**config.mk**
```make
export PLATFORM = sky130hd
export DESIGN_NAME = event_readout_scheduler
export DESIGN_NICKNAME = d
export VERILOG_FILES = /design/src/rtl/evt_sched_pkg.sv /design/src/rtl/evt_occupancy_counter.sv /design/src/rtl/event_readout_scheduler.sv
export SDC_FILE = /design/constraint.sdc
export NUM_CORES = 1
export LEC_CHECK = 0
export ABC_CLOCK_PERIOD_IN_PS = 8200
export CAP_MARGIN = 20
export CORE_MARGIN = 3
export CORE_UTILIZATION = 60
export DETAILED_ROUTE_END_ITERATION = 10
export DONT_BUFFER_PORTS = 1
export PLACE_DENSITY_LB_ADDON = 0.05
export SLEW_MARGIN = 20
export SYNTH_ARGS = -nofsm -noshare
export SYNTH_HDL_FRONTEND = slang
export SYNTH_SLANG_ARGS = --single-unit
export TNS_END_PERCENT = 20
```
**constraint.sdc**
```tcl
create_clock -name clk -period 8.2 [get_ports clk]
set_input_delay 1.23 -clock clk [delete_from_list [all_inputs] [get_ports clk]]
set_output_delay 1.23 -clock clk [all_outputs]
set_load 0.05 [all_outputs]
```
**src/rtl/evt_sched_pkg.sv**
```systemverilog
// Shared definitions for the event readout scheduler: FSM state encoding,
// default sizing and the slot/occupancy widths derived from the default ring size.
package evt_sched_pkg;

  localparam int unsigned N_SLOT_DEF       = 64;
  localparam int unsigned MAX_NEVENT_DEF   = 45;
  localparam int unsigned READ_TIMEOUT_DEF = 4096;

  localparam int unsigned SLOT_W = $clog2(N_SLOT_DEF);
  localparam int unsigned OCC_W  = SLOT_W + 1;

  typedef enum logic [1:0] {
    ST_IDLE  = 2'd0,
    ST_ISSUE = 2'd1,
    ST_WAIT  = 2'd2
  } sched_state_e;

endpackage

```
**src/rtl/evt_occupancy_counter.sv**
```systemverilog
// Occupancy counter for the event ring: counts stored, not-yet-retired events,
// flags the full condition and drives the stop throttle with hysteresis around
// MAX_NEVENT (set above, clear below, hold when equal).
module evt_occupancy_counter #(
  parameter int unsigned N_SLOT     = 64,
  parameter int unsigned MAX_NEVENT = 45,
  parameter int unsigned OCC_W      = $clog2(N_SLOT) + 1
) (
  input  logic             clk,
  input  logic             rst,
  input  logic             clr,
  input  logic             inc_req,
  input  logic             dec,
  output logic [OCC_W-1:0] count,
  output logic             full,
  output logic             inc_ok,
  output logic             stop
);

  logic [OCC_W-1:0] count_q, count_d;
  logic             stop_q, stop_d;

  // Next count and throttle state; stop looks at the registered count so it lags by a cycle
  always_comb begin
    full    = (count_q == OCC_W'(N_SLOT));
    inc_ok  = inc_req && !full;
    count_d = count_q;
    stop_d  = stop_q;
    if (clr) begin
      count_d = '0;
      stop_d  = 1'b0;
    end else begin
      if (inc_ok && !dec) begin
        count_d = count_q + 1'b1;
      end else if (!inc_ok && dec) begin
        count_d = count_q - 1'b1;
      end
      if (count_q > OCC_W'(MAX_NEVENT)) begin
        stop_d = 1'b1;
      end else if (count_q < OCC_W'(MAX_NEVENT)) begin
        stop_d = 1'b0;
      end
    end
  end

  // Occupancy and throttle registers
  always_ff @(posedge clk or posedge rst) begin
    if (rst) begin
      count_q <= '0;
      stop_q  <= 1'b0;
    end else begin
      count_q <= count_d;
      stop_q  <= stop_d;
    end
  end

  assign count = count_q;
  assign stop  = stop_q;

endmodule

```
**src/rtl/event_readout_scheduler.sv**
```systemverilog
// Event readout scheduler: allocates a ring slot per accepted trigger, issues
// one read request per stored slot (valid/ready), retires the slot on
// read_complete and keeps sticky error flags.
// Optional read watchdog: define EVTSCHED_TIMEOUT_EN to retire a slot whose
// read does not complete within READ_TIMEOUT cycles of WAIT.
module event_readout_scheduler
  import evt_sched_pkg::*;
#(
  parameter int unsigned N_SLOT       = N_SLOT_DEF,
  parameter int unsigned MAX_NEVENT   = MAX_NEVENT_DEF,
  parameter int unsigned READ_TIMEOUT = READ_TIMEOUT_DEF
) (
  input  logic                      clk,
  input  logic                      rst,
  input  logic                      live_rising,
  input  logic                      trig_accepted,
  input  logic                      read_complete,
  output logic                      rd_valid,
  input  logic                      rd_ready,
  output logic [$clog2(N_SLOT)-1:0] rd_slot,
  output logic [$clog2(N_SLOT)-1:0] wr_slot,
  output logic [$clog2(N_SLOT):0]   n_pileup,
  output logic                      stop,
  output logic                      write_overflow,
  output logic                      read_overflow,
  output logic                      timeout_err
);

  localparam int unsigned SW = $clog2(N_SLOT);
  localparam int unsigned OW = SW + 1;

  sched_state_e   state_q, state_d;
  logic [SW-1:0]  rd_ptr_q, rd_ptr_d;
  logic [SW-1:0]  wr_ptr_q, wr_ptr_d;
  logic           write_overflow_q, write_overflow_d;
  logic           read_overflow_q, read_overflow_d;
  logic           retire;
  logic           inc_ok;
  logic           full;
  logic [OW-1:0]  occ;

`ifdef EVTSCHED_TIMEOUT_EN
  localparam int unsigned WD_W = (READ_TIMEOUT > 1) ? $clog2(READ_TIMEOUT) : 1;
  logic [WD_W-1:0] wd_q, wd_d;
  logic            timeout_q, timeout_d;
`endif

  evt_occupancy_counter #(
    .N_SLOT     (N_SLOT),
    .MAX_NEVENT (MAX_NEVENT),
    .OCC_W      (OW)
  ) u_occ (
    .clk     (clk),
    .rst     (rst),
    .clr     (live_rising),
    .inc_req (trig_accepted),
    .dec     (retire),
    .count   (occ),
    .full    (full),
    .inc_ok  (inc_ok),
    .stop    (stop)
  );

  // Read FSM, ring pointers, sticky flags and watchdog; live_rising overrides everything
  always_comb begin
    state_d          = state_q;
    rd_ptr_d         = rd_ptr_q;
    wr_ptr_d         = wr_ptr_q;
    retire           = 1'b0;
    rd_valid         = 1'b0;
    write_overflow_d = write_overflow_q | (trig_accepted & full);
    read_overflow_d  = read_overflow_q | (read_complete & (state_q != ST_WAIT));
`ifdef EVTSCHED_TIMEOUT_EN
    wd_d      = '0;
    timeout_d = timeout_q;
`endif

    if (inc_ok) begin
      wr_ptr_d = wr_ptr_q + 1'b1;
    end

    case (state_q)
      ST_IDLE: begin
        if (occ != '0) begin
          state_d = ST_ISSUE;
        end
      end
      ST_ISSUE: begin
        rd_valid = 1'b1;
        if (rd_ready) begin
          state_d = ST_WAIT;
        end
      end
      ST_WAIT: begin
        if (read_complete) begin
          retire   = 1'b1;
          rd_ptr_d = rd_ptr_q + 1'b1;
          state_d  = ST_IDLE;
        end
`ifdef EVTSCHED_TIMEOUT_EN
        else if (wd_q == WD_W'(READ_TIMEOUT - 1)) begin
          retire    = 1'b1;
          timeout_d = 1'b1;
          rd_ptr_d  = rd_ptr_q + 1'b1;
          state_d   = ST_IDLE;
        end else begin
          wd_d = wd_q + 1'b1;
        end
`endif
      end
      default: begin
        state_d = ST_IDLE;
      end
    endcase

    if (live_rising) begin
      state_d          = ST_IDLE;
      rd_ptr_d         = '0;
      wr_ptr_d         = '0;
      retire           = 1'b0;
      rd_valid         = 1'b0;
      write_overflow_d = 1'b0;
      read_overflow_d  = 1'b0;
`ifdef EVTSCHED_TIMEOUT_EN
      wd_d      = '0;
      timeout_d = 1'b0;
`endif
    end
  end

  // State, pointer and flag registers
  always_ff @(posedge clk or posedge rst) begin
    if (rst) begin
      state_q          <= ST_IDLE;
      rd_ptr_q         <= '0;
      wr_ptr_q         <= '0;
      write_overflow_q <= 1'b0;
      read_overflow_q  <= 1'b0;
    end else begin
      state_q          <= state_d;
      rd_ptr_q         <= rd_ptr_d;
      wr_ptr_q         <= wr_ptr_d;
      write_overflow_q <= write_overflow_d;
      read_overflow_q  <= read_overflow_d;
    end
  end

`ifdef EVTSCHED_TIMEOUT_EN
  // Watchdog counter and sticky timeout flag
  always_ff @(posedge clk or posedge rst) begin
    if (rst) begin
      wd_q      <= '0;
      timeout_q <= 1'b0;
    end else begin
      wd_q      <= wd_d;
      timeout_q <= timeout_d;
    end
  end

  assign timeout_err = timeout_q;
`else
  assign timeout_err = 1'b0;
`endif

  assign rd_slot        = rd_ptr_q;
  assign wr_slot        = wr_ptr_q;
  assign n_pileup       = occ;
  assign write_overflow = write_overflow_q;
  assign read_overflow  = read_overflow_q;

endmodule

```
Word level (Yosys, flattened, before mapping)
Cells that the tools add are included.
- register bits after elaboration: 24
- bits in latches: 0
- RAM bits: 0
- bits in read-only memories: 0
- input bits: 6
- logic and storage cells: 62
- memories: 0
- add/sub/neg operators: 4
- $mul: 0
- divide/modulo/power cells: 0
- order comparisons: 2
- equal/unequal tests: 7
- shifts and indexed selects: 0
- mux-type cells: 23
- bitwise operators: 4
- reductions and logical operators: 15
- operators by type and width (kind ; count):
    $mux 6 ; 5
    $mux 7 ; 3
    $add 6x1->6 const B ; 2
    $mux 1 ; 10
    $ne 3x3->1 const B ; 3
    $mux 2 ; 4
    $add 7x1->7 const B ; 1
    $eq 7x7->1 const B ; 1
    $gt 7x6->1 const B ; 1
    $lt 7x6->1 const B ; 1
    $reduce_bool 7->1 ; 1
    $sub 7x1->7 const B ; 1
    $pmux 2 s3 ; 1
    $reduce_bool 2->1 ; 3
    $reduce_bool 3->1 ; 2
    $logic_and 1x1->1 ; 3
    $logic_not 1->1 ; 3
    $reduce_and 3->1 ; 1
    $and 1x1->1 ; 2
    $eq 2x1->1 const B ; 1
    $eq 2x2->1 const B ; 1
    $logic_not 2->1 ; 1
    $ne 2x2->1 const B ; 1
    $or 1x1->1 ; 2
    $reduce_and 2->1 ; 1

Depth between registers and ports, before layout
Gate-level depths: netlist of run 1.
- word-level depth: 8
- gate-level depth with buffers: 11

Cells and area by module
A second synthesis of run 1 with hierarchy kept.
- cells, all modules: 139
- area, all modules: 1350.0 sq um
- modules (own cells, without submodules) (module ; times used ; cells an instance ; area each (sq um) ; sequential area each (sq um)):
    event_readout_scheduler ; 1 ; 75 ; 754.5 ; 400.4
    evt_occupancy_counter ; 1 ; 64 ; 595.6 ; 200.2

Worst setup path before layout of run 1
Ideal clock, no wire load.
- path type: input to register
- from: in read_complete
- to: reg u_occ.count_q[6] (netlist: u_occ.count[6])
- data arrival time: 3380 ps
- path slack: 4695 ps
- stages on the path: 9
- cell sequence: nand3b_2 > o21ai_0 > inv_1 > fa_1 > nor2b_1 > o31ai_1 > a21oi_1 > mux2i_1 > mux2_2
- word-level cells in the longest chain between the ends: 7
- RTL lines (element ; line ; RTL):
    start: declaration ; event_readout_scheduler.sv:17 ; input logic read_complete,
    $mux 1 * ; event_readout_scheduler.sv:95 ; if (read_complete) begin
    $mux 1 * ; event_readout_scheduler.sv:82 ; case (state_q)
    $mux 1 * ; event_readout_scheduler.sv:116 ; if (live_rising) begin
    $logic_not 1->1 ; evt_occupancy_counter.sv:33 ; if (inc_ok && !dec) begin
    $logic_and 1x1->1 ; evt_occupancy_counter.sv:33 ;
    $mux 7 ; evt_occupancy_counter.sv:33 ;
    $mux 7 ; evt_occupancy_counter.sv:29 ; if (clr) begin
    end signal: assignment ; evt_occupancy_counter.sv:52 ; count_q <= count_d;
    end: declaration ; evt_occupancy_counter.sv:20 ; logic [OCC_W-1:0] count_q, count_d;
Every way passes the cells marked *; elsewhere a longest branch is shown, timed or not.
A chain may end at the register's enable or synchronous reset.

Worst setup path in the final report of run 1
- from: reg u_occ.count_q[0] (netlist: u_occ.count[0])
- to: reg u_occ.count_q[6] (netlist: u_occ.count[6])
- word-level cells in the longest chain between the ends: 6
- RTL lines (element):
    parallel branches: the longest is 6 deep, another holds $sub 7x1->7
Several ways; the timed one is not identified. The select of a mux whose other input is x is not followed.

==> impl_metrics.yaml, run 1 <==
synth:
  synth_top_area_share_pct: 43.05
  synthArstFlopShare_pct: 100.0
  yosysWarnings: 0
  syn-cell-area_um2: 1395
  syn_inst: 143
  synthesis.nets: 158
  netlist_top_cells_area: "dfrtp_1 43%, ha_1 7.2%, nor2_1 7.0%"
  synth_edf_count: 0
  synth-main-ff-cell: "dfrtp_1"
  synth.avg_cell_area_um2: 9.756
  yosysMostFrequentCell: "nor2_1"
  synth_cell_type_count: 37
  yosysTopAreaCell: "dfrtp_1"
  ys_ff_latch: 24
  seq_area_frac_synth_pct: 43.05
  synth_commonest_cells: "26 x nor2_1, 24 x dfrtp_1, 10 x xor2_1"
layout:
  fillers: 160
  num_antenna_cells: 0
  drive_above_1_share_pct: 8.511
  final_nets: 157
  syn_to_final_growth_pct: 1.794
  final_area_um2: 1420
  final_cell_count_no_fill: 168
clock_tree:
  cts_made_buffers: 3
  cts_resized: 0
  cts_tree: "done"
  clkTransAtPathRegs_ns: 0.13
  cts_sinks: 24
  clk_latency_ns: 0.31
  cts-htree-levels: 1
  clockBufferDepth: 2
  root_buffer: "clkbuf_4"
  ctsHoldBuffers: 0
  post_cts_buffers: 0
floorplan:
  io_pins: 30
  die_h_um: 54.22
  die_area_um2: 2940
  die_w_um: 54.22
  fp-row-count: 16
  coreArea_um2: 2082
  start_util_pct: 67.01
timing:
  setup_viol: 0
  rsz0062_at_grt: "false"
  relSlewSlack_pct: 40.27
  max_slew.worst_pin.slew_ns: 0.8950
  fin_ws_ns: 4.322
  hold_viol_final: 0
  fin_skew_ns: 0.007218
  min_period_ns: 3.878
  tns_ns: 0
  finalMaxSlewViolations: 0
  clock.fmax_mhz: 257.8
  period_share_pct: 47.30
global_route:
  grt_overflow: 0
  grt_pass1_vias: 978
  grt_pass1_wl_um: 4271
  antenna_found_initial: 0
  grt_max_degree: 30
  grtUsageTotal_pct: 20.45
worst_setup_path:
  path_class: "register to register"
  crit_path_start_kind: "register"
  required_ns: 8.40
  rrSetupSlack_ns: 4.32
  crit_slowest_cell: "dfrtp_1"
  crit_fanout: 10
  end_kind: "register"
  max_stage_delay_ns: 0.63
  cp.arrival_ns: 4.08
  path_cells: "or4_1 > o41a_1 > o21ai_0 > inv_1 > fa_1 > nor2b_1 > o31ai_1 > a21oi_1 > mux2i_1 > mux2_2"
place:
  post-place-ws_ns: 4.336
  place_inst: 164
  io_buffers: 0
  gp_congestion: 0.8974
  place_area_um2: 1384
  hpwl_um: 1965
detailed_routing:
  wirelength_um: 2692
  routedWlPerCell_um: 16.02
  avgViaCountPerCell: 5.940
  drc: 0
  vias: 998
  drt_pass1_iterations: 4
  dr.first_iter.drc_count: 29
  antenna_left: 0
run:
  drv_cap: 0
power_and_ir_drop:
  p_leak_nw: 0.6691
  powerDensity_nw_per_um2: 218.8
  ir_drop_mv: 0.1593
min_path:
  hold_class: "register to register"
run_status:
  status: "complete, no violations"
-- logic make-up (layout without fill, tap and decap cells) --
group / Yosys count / in the layout / synth area share (%)
and+or+nand+nor: 55 / 55 / 18.56
buffers and inverters: 14 / 12 / 5.381
xor gates and xnor gates: 14 / 14 / 10.13
AOI/OAI and AO/OA: 23 / 23 / 11.75
DFF: 24 / 24 / 43.05
muxes: 3 / 3 / 2.242
other: 1 / 1 / 0.2688
adders and majority gates: 9 / 9 / 8.610
-- flip-flops by register name, summed over array words and instances, names as in the netlist --
| name | cells |
|---|---|
| rd_slot | 6 |
| u_occ.stop | 1 |
| u_occ.count | 7 |
| state_q | 2 |
| write_overflow | 1 |
| wr_slot | 6 |
| read_overflow | 1 |
-- final timing paths --
path / startpoint / to / depth (start not counted)
worst min register to register: state_q[1] / state_q[0] / 1
worst min-delay path: state_q[1] / state_q[0] / 1
min in group asynchronous: rst / wr_slot[1] / 1
max in group asynchronous: rst / u_occ.count[0] / 1
worst max-delay path: u_occ.count[0] / u_occ.count[6] / 10
worst max register to register: u_occ.count[0] / u_occ.count[6] / 10
-- cells in the final DEF (no fill, tap or decap), types with 2 or more instances in the layout --
cell,instances
nor2_1,26
dfrtp_1,24
xor2_1,10
nand2_1,9
inv_1,8
ha_1,8
a21oi_1,7
nor3_1,4
nand4_1,3
nand3_1,3
xnor2_1,3
o21ai_0,3
a31oi_1,3
clkbuf_4,3
and3_1,2
and2_2,2
mux2i_1,2
a211oi_2,2
nor3b_1,2
-- where the power goes --
part,total (mW),internal [mW],switching (mW)
Clock,0.0615,0.0271,0.0344
Combinational,0.0728,0.0320,0.0408
Sequential,0.176,0.128,0.0487
Total,0.311,0.187,0.124
-- critical path: cells and delay by family (launching register included) --
| kind | cells | cell delay (ns) |
|---|---|---|
| AOI/OAI and AO/OA | 4 | 1.21 |
| adders and majority gates | 1 | 0.44 |
| buffers and inverters | 1 | 0.13 |
| DFF | 1 | 0.63 |
| muxes | 2 | 0.58 |
| and+or+nand+nor | 2 | 0.79 |
-- metrics by stage --
step                hold slack, ns  total power [mW]  util, %
floorplan                   0.4872            0.2385        -
global placement            0.4979            0.2480    66.47
detailed placement          0.5314            0.2511    66.47
CTS                         0.5544            0.3131    68.21
global route                0.5844            0.3278    68.21
finish                      0.5566            0.3107    68.21
-- final cells by class --
type	count	area, um2	area share (%)
clock buffers	4	36.28	2.555
flip-flops and latches	24	600.6	42.29
well taps	27	33.78	2.379
multi-input cells	105	719.4	50.66
inverters	8	30.03	2.115
-- metal layers --
layer | vias up | routed length [um] | GRT usage [%] | part of all wire (%)
met5 | - | 0 | 0 | 0
met4 | 0 | 34 | 9.129 | 1.3
met3 | 4 | 177 | 5.722 | 6.6
met2 | 28 | 1247 | 30.28 | 46
met1 | 486 | 1233 | 27.82 | 46
li1 | 480 | - | - | -
Power figures use the tool's default switching activity.
==> inputs of run 2 (changes only) <==
--- a/config.mk
+++ b/config.mk
@@ -5,10 +5,10 @@
 export SDC_FILE = /design/constraint.sdc
 export NUM_CORES = 1
 export LEC_CHECK = 0
-export ABC_CLOCK_PERIOD_IN_PS = 8200
+export ABC_CLOCK_PERIOD_IN_PS = 3350
 export CAP_MARGIN = 20
 export CORE_MARGIN = 3
-export CORE_UTILIZATION = 60
+export CORE_UTILIZATION = 56
 export DETAILED_ROUTE_END_ITERATION = 10
 export DONT_BUFFER_PORTS = 1
 export PLACE_DENSITY_LB_ADDON = 0.05
==> constraint.sdc (replaced) <==
create_clock -name clk -period 3.35 [get_ports clk]
set_input_delay 0.5025 -clock clk [delete_from_list [all_inputs] [get_ports clk]]
set_output_delay 0.5025 -clock clk [all_outputs]
set_load 0.05 [all_outputs]
==> run 2 against run 1 <==
Worst hold slack worse by 0.33 ns. Via count up 1.5%. Highest routed layer unchanged. Wire length is 0.15% higher. Final area rose by 5.1%. Largest cell class unchanged. Critical path type unchanged.
==> impl_metrics.yaml, run 2 (same netlist as run 1, synthesis figures left out) <==
detailed_routing:
  wirelength_um: 2696
  routedWlPerCell_um: 15.15
  antenna_left: 0
  drc: 0
  vias: 1013
  avgViaCountPerCell: 5.691
  drt_pass1_iterations: 6
  dr.first_iter.drc_count: 28
power_and_ir_drop:
  powerDensity_nw_per_um2: 527.7
  p_leak_nw: 0.7110
  ir_drop_mv: 0.3343
layout:
  num_antenna_cells: 0
  postLayoutCoreUtil_pct: 64.98
  final_cell_mix: "26 x nor2_1, 21 x dfrtp_1, 10 x xor2_1"
  largest_reg_flops: 7
  syn_to_final_growth_pct: 6.995
  fillers: 193
  drive_above_1_share_pct: 16.00
  final_common_cell: "nor2_1"
  final_nets: 166
  final_cell_count_no_fill: 178
clock_tree:
  clockBufferDepth: 2
  root_buffer: "clkbuf_4"
  cts_sinks: 24
  clk_latency_ns: 0.31
  cts_resized: 0
  clkTransAtPathRegs_ns: 0.13
  ctsHoldBuffers: 0
  cts_made_buffers: 3
  post_cts_buffers: 0
  cts_tree: "done"
  cts-htree-levels: 1
min_path:
  holdPathEnd: "u_occ.count[3]"
  min_from: "live_rising"
  whs_path_depth: 1
  hold_class: "input pin to register"
worst_setup_path:
  r2r-start: "u_occ.count[0]"
  path_class: "register to register"
  crit_fanout: 6
  cp.arrival_ns: 3.20
  r2r_end: "u_occ.count[6]"
  rrSetupSlack_ns: 0.36
  rr_worst_depth: 10
  required_ns: 3.56
  end_kind: "register"
  crit_path_start_kind: "register"
floorplan:
  die_area_um2: 3126
  io_pins: 30
  die_w_um: 55.91
  die_h_um: 55.91
  coreArea_um2: 2297
  start_util_pct: 60.73
  fp-row-count: 17
timing:
  relSlewSlack_pct: 41.32
  fin_skew_ns: 0.003961
  setup_viol: 0
  hold_viol_final: 0
  finalMaxSlewViolations: 0
  max_slew.worst_pin.slew_ns: 0.8793
  period_share_pct: 89.40
  min_period_ns: 2.995
  tns_ns: 0
  clock.fmax_mhz: 333.9
  rsz0062_at_grt: "false"
  fin_ws_ns: 0.3551
global_route:
  grt_pass1_wl_um: 4830
  grt_overflow: 0
  grtUsageTotal_pct: 19.25
  grt_max_degree: 30
  grt_pass1_vias: 1056
  antenna_found_initial: 0
place:
  post-place-ws_ns: 0.3700
  place_inst: 174
  hpwl_um: 2039
  io_buffers: 0
  gp_congestion: 0.7905
run:
  drv_cap: 0
run_status:
  status: "complete, no violations"
==> run 2: cell types whose count changed in the layout (fill, tap and decap cells not counted), sizes merged <==
cell  previous run  this run
buf              0         9
==> run 2: worst max-delay path by stage <==
| stage | from | end |
|---|---|---|
| 6_report | u_occ.count[0] | u_occ.count[6] |
| 5_1_grt | u_occ.count[0] | u_occ.count[6] |
| 4_1_cts | u_occ.count[0] | u_occ.count[6] |
| 3_5_place_dp | u_occ.count[0] | u_occ.count[6] |
| 3_3_place_gp | u_occ.count[0] | u_occ.count[6] |
| 2_1_floorplan | u_occ.count[0] | u_occ.count[6] |
==> run 2: layer usage <==
metal | vias to the layer above | GRT usage (%) | share of wire [%]
met3 | 7 | 4.640 | 7.4
met2 | 31 | 31.25 | 48
met1 | 477 | 26.35 | 43
met4 | 0 | 4.068 | 1.3
met5 | - | 0 | 0
li1 | 498 | - | -
==> run 2: cell type report <==
type	instances	area [um2]	area share, %
well taps	28	35.03	2.347
repair buffers	9	67.56	4.526
flip-flops and latches	24	604.3	40.49
multi-input cells	105	719.4	48.20
inverters	8	30.03	2.012
clock buffers	4	36.28	2.431
==> run 2: where the power goes <==
part           leakage, nW  switching [mW]  internal [mW]  total [mW]
Combinational        0.371           0.180          0.100       0.280
Clock               0.0210          0.0839         0.0663       0.150
Sequential           0.319          0.0424          0.315       0.358
==> run 2: critical path, cell delays in order (launching register included) <==
cell and delay (ns):
dfrtp_2 0.42, or4_1 0.54, o41a_1 0.34, o21ai_1 0.10, buf_4 0.17, ha_1 0.26, nor2b_1 0.15, o31ai_1 0.26
a21oi_1 0.14, mux2i_1 0.18, mux2_2 0.34
==> run 2: metrics by stage <==
step	total power [mW]	area [um2]	hold WS, ns
6_report	0.7877	1493	0.2275
5_1_grt	0.8431	1493	0.2096
4_1_cts	0.7952	1493	0.2202
3_5_place_dp	0.6450	1456	0.5158
3_3_place_gp	0.6398	1456	0.5032
2_1_floorplan	0.5852	1399	0.4872
==> inputs of run 3 (changes only) <==
--- a/config.mk
+++ b/config.mk
@@ -12,7 +12,6 @@
 export DETAILED_ROUTE_END_ITERATION = 10
 export DONT_BUFFER_PORTS = 1
 export PLACE_DENSITY_LB_ADDON = 0.05
-export SLEW_MARGIN = 20
 export SYNTH_ARGS = -nofsm -noshare
 export SYNTH_HDL_FRONTEND = slang
 export SYNTH_SLANG_ARGS = --single-unit
==> results of run 3 <==
Same layout as run 2: the final DEF is identical, and so are final timing and power.
